File: config.mk
export PLATFORM = sky130hd
export DESIGN_NAME = rtc_load_sched_flat
export DESIGN_NICKNAME = d
export VERILOG_FILES = /design/src/rtl/rtc_load_sched_if.sv /design/src/rtl/rtc_load_sched.sv /design/src/flat_wrapper.sv
export SDC_FILE = /design/constraint.sdc
export NUM_CORES = 1
export LEC_CHECK = 0
export ABC_AREA = 1
export BUFFER_PORTS_ARGS = -buffer_cell sky130_fd_sc_hd__buf_2
export CORE_AREA = 4 4 158 160
export DETAILED_ROUTE_END_ITERATION = 8
export DIE_AREA = 0 0 162 164
export GPL_TIMING_DRIVEN = 0
export PLACE_DENSITY = 0.76
export SLEW_MARGIN = 20
export SYNTH_ARGS = -nofsm -noshare
export SYNTH_HDL_FRONTEND = slang
export SYNTH_SLANG_ARGS = --single-unit
File: constraint.sdc
create_clock -name clk -period 2.5 [get_ports clk]
set_input_delay 0.375 -clock clk [delete_from_list [all_inputs] [get_ports clk]]
set_output_delay 0.375 -clock clk [all_outputs]
set_load 0.02 [all_outputs]
File: src/rtl/rtc_load_sched_if.sv
// Command request channel from one requester (host register block or PTP servo)
// into rtc_load_sched.
//   valid : command valid
//   ready : command accepted when valid & ready
//   op    : 0 TIME, 1 PERIOD, 2 ADJ, 3 OFFSET
//   data  : payload; each load bus takes the LSBs it needs
// The requester uses the master modport and the scheduler uses the slave modport.
interface rtc_load_sched_if #(
    parameter int unsigned DATA_W = 72
) ();
    logic              valid;
    logic              ready;
    logic [1:0]        op;
    logic [DATA_W-1:0] data;

    modport master (
        output valid,
        output op,
        output data,
        input  ready
    );

    modport slave (
        input  valid,
        input  op,
        input  data,
        output ready
    );
endinterface

File: src/rtl/rtc_load_sched.sv
// rtc_load_sched: sequencer and arbiter in front of the rtc_mini load ports.
// Two requesters share the RTC: host (register block) and srv (PTP servo). The block grants
// one command at a time and drives the matching single-cycle load strobe plus data. An ADJ
// command is held until rtc_mini returns adj_ld_done or the timeout expires. Every load is
// followed by GUARD_CYC idle cycles before the next grant.
// Ports:
//   clk, rst          shared clock with rtc_mini; synchronous active-high reset
//   host, srv         request channels (slave side of rtc_load_sched_if)
//   time_ld           strobe, time_reg_ns_in = data[71:0]
//   period_ld         strobe, period_in = data[PERIOD_W-1:0]
//   adj_ld            strobe, adj_ld_data = data
//   adj_ld_done       pulse from rtc_mini: adjustment consumed
//   offset_ld         strobe, offset_ptp_ns_in = data[OFFSET_W-1:0]
//   busy              scheduler not idle
//   done              pulse: command completed
//   done_src          requester of the completed/aborted command (0 host, 1 srv)
//   adj_timeout       pulse: ADJ aborted because adj_ld_done never arrived
// DATA_W must be at least 72 since the time bus is 72 bits wide.
module rtc_load_sched #(
    parameter int unsigned DATA_W      = 72,
    parameter int unsigned PERIOD_W    = 40,
    parameter int unsigned OFFSET_W    = 64,
    parameter int unsigned TIMEOUT_CYC = 1024,
    parameter int unsigned GUARD_CYC   = 2
) (
    input  logic                clk,
    input  logic                rst,
    rtc_load_sched_if.slave     host,
    rtc_load_sched_if.slave     srv,
    output logic                time_ld,
    output logic [71:0]         time_reg_ns_in,
    output logic                period_ld,
    output logic [PERIOD_W-1:0] period_in,
    output logic                adj_ld,
    output logic [DATA_W-1:0]   adj_ld_data,
    input  logic                adj_ld_done,
    output logic                offset_ld,
    output logic [OFFSET_W-1:0] offset_ptp_ns_in,
    output logic                busy,
    output logic                done,
    output logic                done_src,
    output logic                adj_timeout
);

    typedef enum logic [1:0] {
        OpTime   = 2'd0,
        OpPeriod = 2'd1,
        OpAdj    = 2'd2,
        OpOffset = 2'd3
    } op_e;

    typedef enum logic [1:0] {
        StIdle    = 2'd0,
        StIssue   = 2'd1,
        StWaitAdj = 2'd2,
        StGuard   = 2'd3
    } state_e;

    localparam int unsigned TMR_W = (TIMEOUT_CYC > 1) ? $clog2(TIMEOUT_CYC) : 1;
    localparam int unsigned GRD_W = (GUARD_CYC > 1) ? $clog2(GUARD_CYC) : 1;
    localparam logic [TMR_W-1:0] TmrLast = TMR_W'(TIMEOUT_CYC - 1);
    localparam logic [GRD_W-1:0] GrdLast = GRD_W'(GUARD_CYC - 1);
    localparam bit TmoEnable = (TIMEOUT_CYC != 0);

    state_e              state_q, state_d;
    op_e                 op_q;
    logic                src_q;
    logic                last_srv_q;     // 1: servo was granted most recently
    logic [TMR_W-1:0]    tmr_q;
    logic [GRD_W-1:0]    grd_q;
    logic                adj_done_q;     // delayed adj_ld_done, becomes the done pulse
    logic [71:0]         time_q;
    logic [PERIOD_W-1:0] period_q;
    logic [DATA_W-1:0]   adj_q;
    logic [OFFSET_W-1:0] offset_q;

    logic                grant_srv;
    logic                host_acc;
    logic                srv_acc;
    logic                accept;
    op_e                 sel_op;
    logic [DATA_W-1:0]   sel_data;
    logic                tmo_hit;

    // Grant is purely combinational from the valids; round-robin only matters when both
    // requesters want the bus in the same idle cycle.
    always_comb begin
        grant_srv = 1'b0;
        if (host.valid && srv.valid) begin
            grant_srv = ~last_srv_q;
        end else begin
            grant_srv = srv.valid;
        end
    end

    assign host_acc   = (state_q == StIdle) && !rst && host.valid && !grant_srv;
    assign srv_acc    = (state_q == StIdle) && !rst && srv.valid && grant_srv;
    assign accept     = host_acc || srv_acc;
    assign host.ready = host_acc;
    assign srv.ready  = srv_acc;

    assign sel_op   = grant_srv ? op_e'(srv.op) : op_e'(host.op);
    assign sel_data = grant_srv ? srv.data : host.data;

    assign tmo_hit = TmoEnable && (tmr_q == TmrLast);

    // State register
    always_ff @(posedge clk) begin
        if (rst) begin
            state_q <= StIdle;
        end else begin
            state_q <= state_d;
        end
    end

    // Next-state logic
    always_comb begin
        state_d = state_q;
        unique case (state_q)
            StIdle: begin
                if (accept) begin
                    state_d = StIssue;
                end
            end
            StIssue: begin
                state_d = (op_q == OpAdj) ? StWaitAdj : StGuard;
            end
            StWaitAdj: begin
                // adj_ld_done is tested first so it wins over a same-cycle timeout
                if (adj_ld_done) begin
                    state_d = StGuard;
                end else if (tmo_hit) begin
                    state_d = StGuard;
                end
            end
            StGuard: begin
                if (grd_q == GrdLast) begin
                    state_d = StIdle;
                end
            end
            default: state_d = StIdle;
        endcase
    end

    // Datapath: latched command, load buses, timers
    always_ff @(posedge clk) begin
        if (rst) begin
            op_q       <= OpTime;
            src_q      <= 1'b0;
            last_srv_q <= 1'b1;
            tmr_q      <= '0;
            grd_q      <= '0;
            adj_done_q <= 1'b0;
            time_q     <= '0;
            period_q   <= '0;
            adj_q      <= '0;
            offset_q   <= '0;
        end else begin
            if (accept) begin
                op_q       <= sel_op;
                src_q      <= grant_srv;
                last_srv_q <= grant_srv;
                // Buses change only on their own load and hold until the next one
                unique case (sel_op)
                    OpTime:   time_q   <= sel_data[71:0];
                    OpPeriod: period_q <= sel_data[PERIOD_W-1:0];
                    OpAdj:    adj_q    <= sel_data;
                    OpOffset: offset_q <= sel_data[OFFSET_W-1:0];
                    default:  ;
                endcase
            end

            if (state_q == StIssue) begin
                tmr_q <= '0;
            end else if (state_q == StWaitAdj && TmoEnable) begin
                tmr_q <= tmr_q + 1'b1;
            end

            if (state_q == StGuard) begin
                grd_q <= grd_q + 1'b1;
            end else begin
                grd_q <= '0;
            end

            adj_done_q <= (state_q == StWaitAdj) && adj_ld_done;
        end
    end

    // Outputs; pulses are masked during rst so an aborted command reports nothing
    always_comb begin
        time_ld     = 1'b0;
        period_ld   = 1'b0;
        adj_ld      = 1'b0;
        offset_ld   = 1'b0;
        done        = 1'b0;
        adj_timeout = 1'b0;
        if (!rst) begin
            if (state_q == StIssue) begin
                time_ld   = (op_q == OpTime);
                period_ld = (op_q == OpPeriod);
                adj_ld    = (op_q == OpAdj);
                offset_ld = (op_q == OpOffset);
            end
            done        = ((state_q == StIssue) && (op_q != OpAdj)) || adj_done_q;
            adj_timeout = (state_q == StWaitAdj) && tmo_hit && !adj_ld_done;
        end
        done_src         = (done || adj_timeout) && src_q;
        busy             = (state_q != StIdle);
        time_reg_ns_in   = time_q;
        period_in        = period_q;
        adj_ld_data      = adj_q;
        offset_ptp_ns_in = offset_q;
    end

endmodule

File: src/flat_wrapper.sv
// flat-port wrapper written by rule: the top's interface ports become plain ports
module rtc_load_sched_flat 
#(
    parameter int unsigned DATA_W      = 72,
    parameter int unsigned PERIOD_W    = 40,
    parameter int unsigned OFFSET_W    = 64,
    parameter int unsigned TIMEOUT_CYC = 1024,
    parameter int unsigned GUARD_CYC   = 2
)
  (clk, rst, time_ld, time_reg_ns_in, period_ld, period_in, adj_ld, adj_ld_data, adj_ld_done, offset_ld, offset_ptp_ns_in, busy, done, done_src, adj_timeout, host_valid, host_op, host_data, host_ready, srv_valid, srv_op, srv_data, srv_ready);
  rtc_load_sched_if #(.DATA_W(DATA_W)) host_i ();
  rtc_load_sched_if #(.DATA_W(DATA_W)) srv_i ();
  input  logic clk;
  input  logic rst;
  output logic time_ld;
  output logic [71:0] time_reg_ns_in;
  output logic period_ld;
  output logic [PERIOD_W-1:0] period_in;
  output logic adj_ld;
  output logic [DATA_W-1:0] adj_ld_data;
  input  logic adj_ld_done;
  output logic offset_ld;
  output logic [OFFSET_W-1:0] offset_ptp_ns_in;
  output logic busy;
  output logic done;
  output logic done_src;
  output logic adj_timeout;
  input wire logic [$bits(host_i.valid)-1:0] host_valid;
  input wire logic [$bits(host_i.op)-1:0] host_op;
  input wire logic [$bits(host_i.data)-1:0] host_data;
  output wire logic [$bits(host_i.ready)-1:0] host_ready;
  input wire logic [$bits(srv_i.valid)-1:0] srv_valid;
  input wire logic [$bits(srv_i.op)-1:0] srv_op;
  input wire logic [$bits(srv_i.data)-1:0] srv_data;
  output wire logic [$bits(srv_i.ready)-1:0] srv_ready;
  assign host_i.valid = host_valid;
  assign host_i.op = host_op;
  assign host_i.data = host_data;
  assign host_ready = host_i.ready;
  assign srv_i.valid = srv_valid;
  assign srv_i.op = srv_op;
  assign srv_i.data = srv_data;
  assign srv_ready = srv_i.ready;
  rtc_load_sched #(.DATA_W(DATA_W), .PERIOD_W(PERIOD_W), .OFFSET_W(OFFSET_W), .TIMEOUT_CYC(TIMEOUT_CYC), .GUARD_CYC(GUARD_CYC)) u_core (.clk(clk), .rst(rst), .host(host_i), .srv(srv_i), .time_ld(time_ld), .time_reg_ns_in(time_reg_ns_in), .period_ld(period_ld), .period_in(period_in), .adj_ld(adj_ld), .adj_ld_data(adj_ld_data), .adj_ld_done(adj_ld_done), .offset_ld(offset_ld), .offset_ptp_ns_in(offset_ptp_ns_in), .busy(busy), .done(done), .done_src(done_src), .adj_timeout(adj_timeout));
endmodule
==> results of run 1 <==
==> power by group <==
group,internal [mW],switching (mW),total (mW)
clock,2.67,1.73,4.40
sequential,4.68,0.261,4.95
combinational,1.02,2.17,3.19
total,8.38,4.16,12.5
==> cell families (layout without fill, tap and decap cells) <==
kind of cell	Yosys count	after routing	synth area share
simple gates	951	951	0.345
flops	266	266	0.493
compound gates	190	190	0.0882
buf+inv	163	625	0.0672
fa+ha+maj	6	6	0.00695
==> routing by layer <==
| layer | wire, um | up-vias | global-route usage |
|---|---|---|---|
| li1 | - | 5769 | - |
| met1 | 16400 | 5442 | 0.363 |
| met2 | 20200 | 607 | 0.523 |
| met3 | 3730 | 106 | 0.0610 |
| met4 | 1700 | 0 | 0.116 |
| met5 | 0 | - | 0 |
==> state kept, by name, summed over array words and instances (netlist names) <==
signal / cells
u_core.adj_ld_data: 72
u_core.time_reg_ns_in: 72
u_core.offset_ptp_ns_in: 64
u_core.period_in: 40
u_core.tmr_q: 10
u_core.op_q: 2
u_core.state_q: 2
u_core.adj_done_q: 1
u_core.grd_q: 1
u_core.last_srv_q: 1
u_core.src_q: 1
==> cell usage in the layout, fill, tap and decap left out, types with 20 or more instances in the layout <==
| cell type | instances |
|---|---|
| sky130_fd_sc_hd__dfxtp_1 | 265 |
| sky130_fd_sc_hd__nand2_1 | 373 |
| sky130_fd_sc_hd__inv_1 | 59 |
| sky130_fd_sc_hd__nand3_1 | 45 |
| sky130_fd_sc_hd__clkbuf_1 | 41 |
| sky130_fd_sc_hd__buf_2 | 429 |
| sky130_fd_sc_hd__buf_4 | 20 |
| sky130_fd_sc_hd__clkbuf_16 | 29 |
| sky130_fd_sc_hd__nor2_1 | 513 |
| sky130_fd_sc_hd__o21ai_0 | 167 |
==> area by class of cell <==
cell class | count | area (sq um)
timing repair buffer | 413 | 2090
sequential | 266 | 5330
tap | 319 | 399
multi-input combinational | 1147 | 4790
buffer | 96 | 483
clock buffer | 39 | 813
clock inverter | 11 | 164
inverter | 66 | 250
fill | 2266 | 9090
==> path summary, 6_finish.rpt <==
| kind | start | to | slack, ns | depth (start not counted) |
|---|---|---|---|---|
| worst max-delay path | u_core.tmr_q[1]$_SDFFE_PP0N_ | done_src | 0.1 | 7 |
| worst min-delay path | rst | u_core.adj_done_q$_SDFF_PP0_ | 0.08 | 2 |
| worst max register to register | u_core.state_q[1]$_SDFFE_PP0P_ | u_core.offset_ptp_ns_in[36]$_SDFFE_PP0P_ | 0.20 | 11 |
| worst min register to register | u_core.tmr_q[7]$_SDFFE_PP0N_ | u_core.tmr_q[7]$_SDFFE_PP0N_ | 0.45 | 2 |
==> cell usage after synthesis (4+ instances only) <==
library cell	number
sky130_fd_sc_hd__o21ai_0	169
sky130_fd_sc_hd__buf_1	15
sky130_fd_sc_hd__dfxtp_1	266
sky130_fd_sc_hd__o21ai_1	6
sky130_fd_sc_hd__buf_4	17
sky130_fd_sc_hd__inv_2	6
sky130_fd_sc_hd__nor2_1	513
sky130_fd_sc_hd__inv_1	60
sky130_fd_sc_hd__nor3_1	4
sky130_fd_sc_hd__nand2_1	373
sky130_fd_sc_hd__a21oi_1	14
sky130_fd_sc_hd__nand3_1	45
sky130_fd_sc_hd__clkbuf_1	40
sky130_fd_sc_hd__buf_2	22
sky130_fd_sc_hd__ha_1	6
==> timing repair <==
| action | 4_1_cts | 5_1_grt |
|---|---|---|
| endpoints found under the setup margin | 3 | 75 |
| setup buffers | 0 | 3 |
| gates resized for setup | 6 | 14 |
| pin swaps | 0 | 1 |
| hold buffers | 0 | 0 |
==> per-stage QoR <==
stage          hold slack (ns)   util  setup WS [ns]  cell area, sq um  instances
3_5_place_dp             0.445  0.567         0.0664             13300       2305
4_1_cts                 0.0533  0.609         0.0103             14300       2355
3_3_place_gp             0.439  0.567          0.136             13300       2305
6_report                0.0772  0.612         0.0984             14300       2357
2_1_floorplan            0.428      -          0.557             10800       1576
5_1_grt                 0.0803  0.612        -0.0137             14300       2357
==> metrics.sh, run 1 <==
OUTCOME='complete, no violations'
SYNTHDOMINANTCELLAREASHARE=0.493
FLOORPLAN.INITIALDENSITY=0.462
DRV_SLEW=0
DESIGN.DIE.AREA_SQ_UM=26600
PLACE_CONGESTION=0.908
GRT_START_MAX_NET_PINS=14
PATH_CLASS='reg2out'
AVG_SYNTHESIZED_CELL_AREA_SQ_UM=6.86
CTS.HTREE.LEVELS=1
VDD.IR_DROP.WORST_V=0.000517
DRV_CAP=0
VIASPERCELL=5.06
FIRSTDRTPASSITERS=5
ANTENNA_VIOLATION_NET_COUNT_AFTER_DETAILED_ROUTING=0
POST_SYNTH_MAIN_AREA_CONTRIBUTORS='sky130_fd_sc_hd__dfxtp_1 49%, sky130_fd_sc_hd__nor2_1 18%, sky130_fd_sc_hd__nand2_1 13%, sky130_fd_sc_hd__o21ai_0 7.8%, sky130_fd_sc_hd__inv_1 2.1%'
ASYNC_FLOP_SHARE=0
DRC_VIOLATIONS_LEFT=0
DP_HPWL_UM=31800
SYN-NUM-NETS=1735
PORT_BUFFERS=410
TRITONCTS_SINK_COUNT=266
CRITPATHARRIVALTIME_NS=2.03
DIODES=0
GLOBAL_ROUTER_S_OVERALL_RESOURCE_USAGE=0.299
MAX_SLEW.WORST_PIN.SLEW_NS=0.816
SETUP_VIOL=0
FMAX_MHz=416
SETUP_TNS_NS=0
DRT_FIRST_ITER_VIOLATIONS=1022
WIRE_PER_INST_UM=17.8
NUMBER_OF_ENABLE_TYPE_REGISTER_CELLS_IN_THE_SYNTHESIZED_NETLIST=0
ROW_COUNT=56
CPLARGESTDELAYFAMILY='simple AND/OR/NAND/NOR gates'
MIN-DELAY-PATH-CLASS='in2reg'
YOSYS_REG_BITS=266
POWER.STATIC_LEAKAGE_nW=7.20
IOPINCOUNT=411
GRT_PASS1_WL_UM=61800
REQ_TIME_CRIT_PATH_NS=2.12
SYN2LAYOUT_AREA_GROWTH_PCT=32.4
SYNTH.LIB_CELLS_USED.DISTINCT=26
ANTENNA_VIOLATIONS_BEFORE_REPAIR=0
CLOCK_TREE_FROM_TRITONCTS='done'
DRIVE_ABOVE_1_SHARE=0.259
CLK_TRANSITION_REPORTED_PATHS_NS=0.06
SYNTH.YOSYS.WARNINGS=0
CRIT_PATH_CELL_TRACE='ha_2, inv_1, nor2_1, nand4_1, or2_4, a21oi_4, buf_4'
CORE-AREA_SQ_UM=23400
GLOBALROUTEOVERFLOWTOTAL=0
GRT_PASS1_VIAS=11100
SYN_AREA_SQ_UM=10800
SLOWEST_CP_CELL='sky130_fd_sc_hd__dfxtp_1'
YS_SEQ_AREA_FRAC=0.493
CRITPATHMAXFANOUT=3
FP.DIEW_UM=162
MIN_PERIOD_NS=2.40
WORST_SLEW_MARGIN_REL=0.456
AREA_LEADER_NETLIST='sky130_fd_sc_hd__dfxtp_1'
WORST_SETUP_PATH_START_KIND='flop'
ROOT_BUFFER='sky130_fd_sc_hd__clkbuf_16'
CRITICAL-PATH-MAX-STAGE-DELAY_NS=0.36
HOLD_VIOLATIONS=0
SETUP.WORST_PATH.END_CLASS='output port'
WORSTPATHBUFFERINVERTERCOUNT=2
FIN_NETS=2178
POWER.DENSITY_CELL_AREA_nW_PER_UM2=876
POWER_mW=12.5
TOTALWIRELENGTH_UM=42000
CTS_BUFFERS=29
CLKLATENCYLATEPIN_NS=0.54
FINAL_MIN_PERIOD_OVER_CLOCK_PERIOD=0.961
CLOCK_PATH_BUFFERS=3
YS_DOMINANT_REG_CELL='sky130_fd_sc_hd__dfxtp_1'
NETLIST_INSTANCES=1576
FINCLKSKEW_NS=0.0130
COUNT_OF_VIAS_PLACED_BY_THE_DETAILED_ROUTER=11900
FP.DIEH_UM=164
Power figures use the tool's default switching activity.
==> run 2, diff against run 1 <==
BUFFER_PORTS_ARGS = -buffer_cell sky130_fd_sc_hd__buf_4   (was -buffer_cell sky130_fd_sc_hd__buf_2)
==> metrics.sh, run 2 (synthesis gave the netlist of run 1 again) <==
VDD.IR_DROP.WORST_V=0.000417  # -19%
CRIT_PATH_CELL_TRACE='inv_2, ha_4, inv_1, nor2_1, nand2_1, or2_4, a21oi_2, buf_4'
PORT_BUFFERS=410  # unchanged
DP_HPWL_UM=33000  # +3.6%
FINCLKSKEW_NS=0.0151  # +0.00202 ns
WHS_NS=0.0655  # -0.0117 ns
CLKLATENCYLATEPIN_NS=0.54  # about the same
CTS.HTREE.LEVELS=1  # unchanged
FP.DIEH_UM=164  # unchanged
FP.DIEW_UM=162  # unchanged
GLOBAL_ROUTER_S_OVERALL_RESOURCE_USAGE=0.307  # +0.00765
ANTENNA_VIOLATIONS_BEFORE_REPAIR=0  # unchanged
MAX_SLEW.WORST_PIN.SLEW_NS=0.805  # -0.0111 ns
CLOCK_PATH_BUFFERS=3  # unchanged
POWER.SHARE.SWITCHING=0.330  # -0.00220
GRT_START_MAX_NET_PINS=14  # unchanged
MIN_PERIOD_NS=2.39  # -0.0116 ns
CLKPWRFRAC=0.334  # -0.017
GLOBALROUTEOVERFLOWTOTAL=0  # unchanged
DRC_VIOLATIONS_LEFT=0  # unchanged
TOTALWIRELENGTH_UM=43200  # +2.7%
WORST_SLEW_MARGIN_REL=0.457  # +0.00174
FMAX_MHz=418  # +0.49%
COMMONEST_NON_FILL_NON_TAP_CELLS_IN_THE_LAYOUT='513 x sky130_fd_sc_hd__nor2_1, 430 x sky130_fd_sc_hd__buf_4, 373 x sky130_fd_sc_hd__nand2_1, 265 x sky130_fd_sc_hd__dfxtp_1, 167 x sky130_fd_sc_hd__o21ai_0'
REQ_TIME_CRIT_PATH_NS=2.12  # about the same
NUMPLACEDINSTANCES=2305  # unchanged
DESIGN.DIE.AREA_SQ_UM=26600  # unchanged
CRITPATHARRIVALTIME_NS=2.02  # about the same
COUNT_OF_VIAS_PLACED_BY_THE_DETAILED_ROUTER=12000  # +0.47%
FLOORPLAN.INITIALDENSITY=0.462  # unchanged
POWER.DENSITY_CELL_AREA_nW_PER_UM2=831  # -5.1%
PATH_CLASS='reg2out'
SETUP_TNS_NS=0  # unchanged
POWER_mW=12.7  # +1.5%
HOLD_BUFFERS=0  # unchanged
CPLARGESTDELAYFAMILY='simple AND/OR/NAND/NOR gates'
CLOCK_TREE_FROM_TRITONCTS='done'
SHARE_COMB_OF_TOTAL_POWER=0.277  # +0.023
CLK_TRANSITION_REPORTED_PATHS_NS=0.06  # about the same
DRV_SLEW=0  # unchanged
SYN2LAYOUT_AREA_GROWTH_PCT=41.6
GRT_PASS1_VIAS=11200  # +0.27%
SETUP.WORST_PATH.END_CLASS='output port'
HOLD_VIOLATIONS=0  # unchanged
PLACE_CONGESTION=0.912  # +0.36%
IOPINCOUNT=411  # unchanged
CRITPATHMAXFANOUT=7  # +4
CORE-AREA_SQ_UM=23400  # unchanged
POWER.STATIC_LEAKAGE_nW=7.33  # +1.8%
DRT_FIRST_ITER_VIOLATIONS=906  # -11%
OUTCOME='complete, no violations'
DRV_CAP=0  # unchanged
FIRSTDRTPASSITERS=6  # +1
POWER_FRAC_SEQ=0.389  # -0.005
ROW_COUNT=56  # unchanged
WORST_SETUP_PATH_START_KIND='flop'
CTS_BUFFERS=28  # -3.4%
POWER_SWITCHING_mW=4.19  # +0.79%
ANTENNA_VIOLATION_NET_COUNT_AFTER_DETAILED_ROUTING=0  # unchanged
SLOWEST_CP_CELL='sky130_fd_sc_hd__dfxtp_2'
DIODES=0  # unchanged
MOSTFREQUENTLAYOUTCELL='sky130_fd_sc_hd__nor2_1'
SETUP_VIOL=0  # unchanged
CELLINTERNALPOWER_mW=8.53  # +1.8%
WORSTPATHBUFFERINVERTERCOUNT=3  # +1
WIRE_PER_INST_UM=18.3  # +2.6%
GRT_PASS1_WL_UM=63300  # +2.5%
VIASPERCELL=5.08  # +0.38%
TRITONCTS_SINK_COUNT=266  # unchanged
FINAL_MIN_PERIOD_OVER_CLOCK_PERIOD=0.956  # -0.00465
DRIVE_ABOVE_1_SHARE=0.259  # about the same
CRITICAL-PATH-MAX-STAGE-DELAY_NS=0.34  # -0.02 ns
FIN_NETS=2178  # unchanged
ROOT_BUFFER='sky130_fd_sc_hd__clkbuf_16'
FINAL-INSTANCE-COUNT-EXCL-FILL=2359  # +0.085%
MIN-DELAY-PATH-CLASS='in2reg'
GRT_SETUP_UNREPAIRED='false'
run 2: changes by cell type in the layout (fill, tap and decap cells not counted), moves of 2 or more:
cell | before | now
sky130_fd_sc_hd__clkbuf_8 | 5 | 7
sky130_fd_sc_hd__ha_2 | 2 | 0
sky130_fd_sc_hd__clkinv_2 | 4 | 7
sky130_fd_sc_hd__a21oi_2 | 0 | 2
sky130_fd_sc_hd__bufinv_16 | 4 | 2
sky130_fd_sc_hd__clkinvlp_4 | 2 | 0
sky130_fd_sc_hd__buf_2 | 429 | 21
sky130_fd_sc_hd__buf_4 | 20 | 430
sky130_fd_sc_hd__ha_1 | 3 | 5
run 2: metrics by stage:
step | area (sq um) | utilization | setup WS (ns)
2_1_floorplan | 10800 | - | 0.557
3_3_place_gp | 14300 | 0.610 | 0.128
3_5_place_dp | 14300 | 0.610 | 0.0680
4_1_cts | 15200 | 0.652 | 0.00239
5_1_grt | 15300 | 0.654 | 0.0204
6_report | 15300 | 0.654 | 0.110
run 2: layout make-up:
class | count | area (sq um)
well taps | 319 | 399
flip-flops and latches | 266 | 5330
inverters | 66 | 250
fillers | 2187 | 8100
repair buffers | 414 | 3120
clock inverters | 11 | 113
clock buffers | 40 | 837
multi-input cells | 1147 | 4780
plain buffers | 96 | 479
run 2: worst paths after layout:
| check | from | to | slack, ns | cells after the start |
|---|---|---|---|---|
| setup reg to reg | u_core.state_q[1]$_SDFFE_PP0P_ | u_core.time_reg_ns_in[9]$_SDFFE_PP0P_ | 0.12 | 8 |
| hold reg to reg | u_core.tmr_q[7]$_SDFFE_PP0N_ | u_core.tmr_q[7]$_SDFFE_PP0N_ | 0.46 | 2 |
| hold / removal | rst | u_core.adj_done_q$_SDFF_PP0_ | 0.07 | 2 |
| setup / recovery | u_core.state_q[0]$_SDFFE_PP0P_ | done_src | 0.11 | 8 |
run 2: power groups by stage:
stage	Sequential [mW]	Combinational [mW]	Clock, mW
after floorplan	5.47	1.48	0
after global placement	5.01	3.38	0
after detailed placement	5.03	3.44	0
after CTS	4.95	3.46	4.27
after global routing	5.00	3.82	4.45
final	4.95	3.52	4.24
run 2: repair_timing:
item / CTS / global route
setup endpoints to repair: 3 / 23
pin swaps: 0 / 1
gates resized for setup: 4 / 10
hold endpoints to repair: 0 / 0
buffers inserted: 0 / 4
run 2: metal layers:
layer | routed length (um) | GRT usage
met1 | 16000 | 0.360
met2 | 21100 | 0.540
met3 | 4040 | 0.0662
met4 | 1960 | 0.136
met5 | 0 | 0
==> run 3, diff against run 2 <==
CORE_AREA = 4 4 172 140   (was 4 4 158 160)
DIE_AREA = 0 0 176 144   (was 0 0 162 164)
PLACE_DENSITY = 0.79   (was 0.76)
==> metrics.sh, run 3 (synthesis gave the netlist of run 1 again) <==
OUTCOME='complete, no violations'
DRV_CAP=0  # unchanged
ANTENNA_VIOLATIONS_BEFORE_REPAIR=1  # +1
DRIVE_ABOVE_1_SHARE=0.258  # -0.00120
FINISH.INSTANCE_AREA_SQ_UM=15300  # -0.33%
FINAL_CORE_UTIL=0.684  # +0.0296
MIN-DELAY-PATH-CLASS='in2reg'
GRT_SETUP_UNREPAIRED='false'
GLOBAL_ROUTER_S_OVERALL_RESOURCE_USAGE=0.310  # +0.00362
SETUP_VIOL=0  # unchanged
DIODES=0  # unchanged
VDD.IR_DROP.WORST_V=0.000624  # +50%
CPLARGESTDELAYFAMILY='buffers and inverters'
GRT_PASS1_WL_UM=61500  # -2.7%
CRITPATHMAXFANOUT=19  # +12
VIASPERCELL=5.08  # about the same
CRIT_PATH_CELL_TRACE='nand2_2, clkbuf_2, clkbuf_1, nand3_1, nand2_1, o21ai_0, nor2_1'
FP.DIEH_UM=144  # -12%
WHS_NS=0.0622  # -0.00329 ns
WORST_SLEW_MARGIN_REL=0.442  # -0.0154
MIN_PERIOD_NS=2.34  # -0.0491 ns
ROW_COUNT=49  # -13%
CLOCK_PATH_BUFFERS=3  # unchanged
GRT_START_MAX_NET_PINS=15  # +1
TRITONCTS_SINK_COUNT=266  # unchanged
FINAL_MIN_PERIOD_OVER_CLOCK_PERIOD=0.936  # -0.0196
CTS.HTREE.LEVELS=1  # unchanged
REQ_TIME_CRIT_PATH_NS=2.95  # +0.83 ns
POWER.STATIC_LEAKAGE_nW=7.31  # -0.36%
CLKLATENCYLATEPIN_NS=0.52  # -0.02 ns
IOPINCOUNT=411  # unchanged
MAX_SLEW.WORST_PIN.SLEW_NS=0.828  # +0.0228 ns
DRT_FIRST_ITER_VIOLATIONS=823  # -9.2%
HOLD_VIOLATIONS=0  # unchanged
SETUP_TNS_NS=0  # unchanged
SYN2LAYOUT_AREA_GROWTH_PCT=41.1
SETUP.REG_TO_REG.WORST_SLACK_NS=0.16  # +0.04 ns
FP.DIEW_UM=176  # +8.6%
FLOORPLAN.INITIALDENSITY=0.484  # +0.0225
CRITICAL-PATH-MAX-STAGE-DELAY_NS=0.61  # +0.27 ns
POST_CTS_RESIZED=4  # unchanged
ANTENNA_VIOLATION_NET_COUNT_AFTER_DETAILED_ROUTING=0  # unchanged
PATH_CLASS='reg2reg'
TOTALWIRELENGTH_UM=41600  # -3.7%
SETUP.WORST_PATH.END_CLASS='flop'
MOSTFREQUENTLAYOUTCELL='sky130_fd_sc_hd__nor2_1'
DRC_VIOLATIONS_LEFT=0  # unchanged
FMAX_MHz=427  # +2.1%
GRT_PASS1_VIAS=11200  # +0.23%
POST_DP_CELL_AREA_SQ_UM=14300  # -0.11%
CRITPATHARRIVALTIME_NS=2.79  # +0.77 ns
CORE-AREA_SQ_UM=22300  # -4.6%
DRV_SLEW=0  # unchanged
FIN_NETS=2173  # -0.23%
ROOT_BUFFER='sky130_fd_sc_hd__clkbuf_16'
COUNT_OF_VIAS_PLACED_BY_THE_DETAILED_ROUTER=11900  # -0.83%
GLOBALROUTEOVERFLOWTOTAL=0  # unchanged
WORST_SETUP_PATH_START_KIND='flop'
PLACE_CONGESTION=0.896  # -1.7%
POSTCTSSETUPREPAIRBUFS=0  # unchanged
FINCLKSKEW_NS=0.00895  # -0.00610 ns
POWER.DENSITY_CELL_AREA_nW_PER_UM2=836  # +0.61%
COMMONEST_NON_FILL_NON_TAP_CELLS_IN_THE_LAYOUT='512 x sky130_fd_sc_hd__nor2_1, 427 x sky130_fd_sc_hd__buf_4, 373 x sky130_fd_sc_hd__nand2_1, 266 x sky130_fd_sc_hd__dfxtp_1, 169 x sky130_fd_sc_hd__o21ai_0'
WORSTPATHBUFFERINVERTERCOUNT=2  # -1
SLOWEST_CP_CELL='sky130_fd_sc_hd__clkbuf_1'
PORT_BUFFERS=410  # unchanged
NFILLCELLS=1993  # -8.9%
FIRSTDRTPASSITERS=5  # -1
DESIGN.DIE.AREA_SQ_UM=25300  # -4.6%
CTS_BUFFERS=27  # -3.6%
CLK_TRANSITION_REPORTED_PATHS_NS=0.07  # about the same
WIRE_PER_INST_UM=17.8  # -2.9%
CLOCK_TREE_FROM_TRITONCTS='done'
DP_HPWL_UM=31800  # -3.4%
HOLD_BUFFERS=0  # unchanged
[run 3: changes by cell type in the layout (fill, tap and decap cells not counted), sizes merged]
cell      before  now
bufinv         2    5
clkinv         9    8
buf          470  465
clkbuf        80   74
clkinvlp       0    3
[run 3: layer usage]
metal	routed length (um)	track usage	up-vias
met5	13	0	-
li1	-	-	5753
met3	4340	0.0831	99
met4	1490	0.112	2
met1	16500	0.386	5460
met2	19200	0.524	567
[run 3: cell type report]
cell class              instances  area [sq um]  share of cell area
flip-flops and latches        266          5330               0.349
multi-input cells            1147          4780               0.313
repair buffers                410          3080               0.202
clock buffers                  33           748              0.0491
plain buffers                  96           482              0.0316
well taps                     306           383              0.0251
inverters                      66           248              0.0162
clock inverters                16           213              0.0139
[run 3: final timing paths]
path                                  start                                      to  cells past startpoint
max          u_core.last_srv_q$_SDFFE_PP1P_  u_core.time_reg_ns_in[39]$_SDFFE_PP0P_                      7
min                                     rst            u_core.adj_done_q$_SDFF_PP0_                      2
max reg2reg  u_core.last_srv_q$_SDFFE_PP1P_  u_core.time_reg_ns_in[39]$_SDFFE_PP0P_                      7
min reg2reg    u_core.tmr_q[7]$_SDFFE_PP0N_            u_core.tmr_q[7]$_SDFFE_PP0N_                      2
[run 3: metrics by stage]
stage          worst slack, ns  instances  power (mW)
6_report                 0.159       2340        12.8
5_1_grt                 0.0102       2340        13.3
4_1_cts                 0.0504       2341        12.8
3_5_place_dp           -0.0111       2292        8.44
3_3_place_gp            0.0335       2292        8.36
2_1_floorplan            0.557       1576        6.96
[run 3: power by group]
part	total (mW)	switching [mW]	internal, mW
sequential	4.95	0.272	4.68
clock	4.33	1.69	2.64
combinational	3.47	2.19	1.28
total	12.8	4.15	8.61
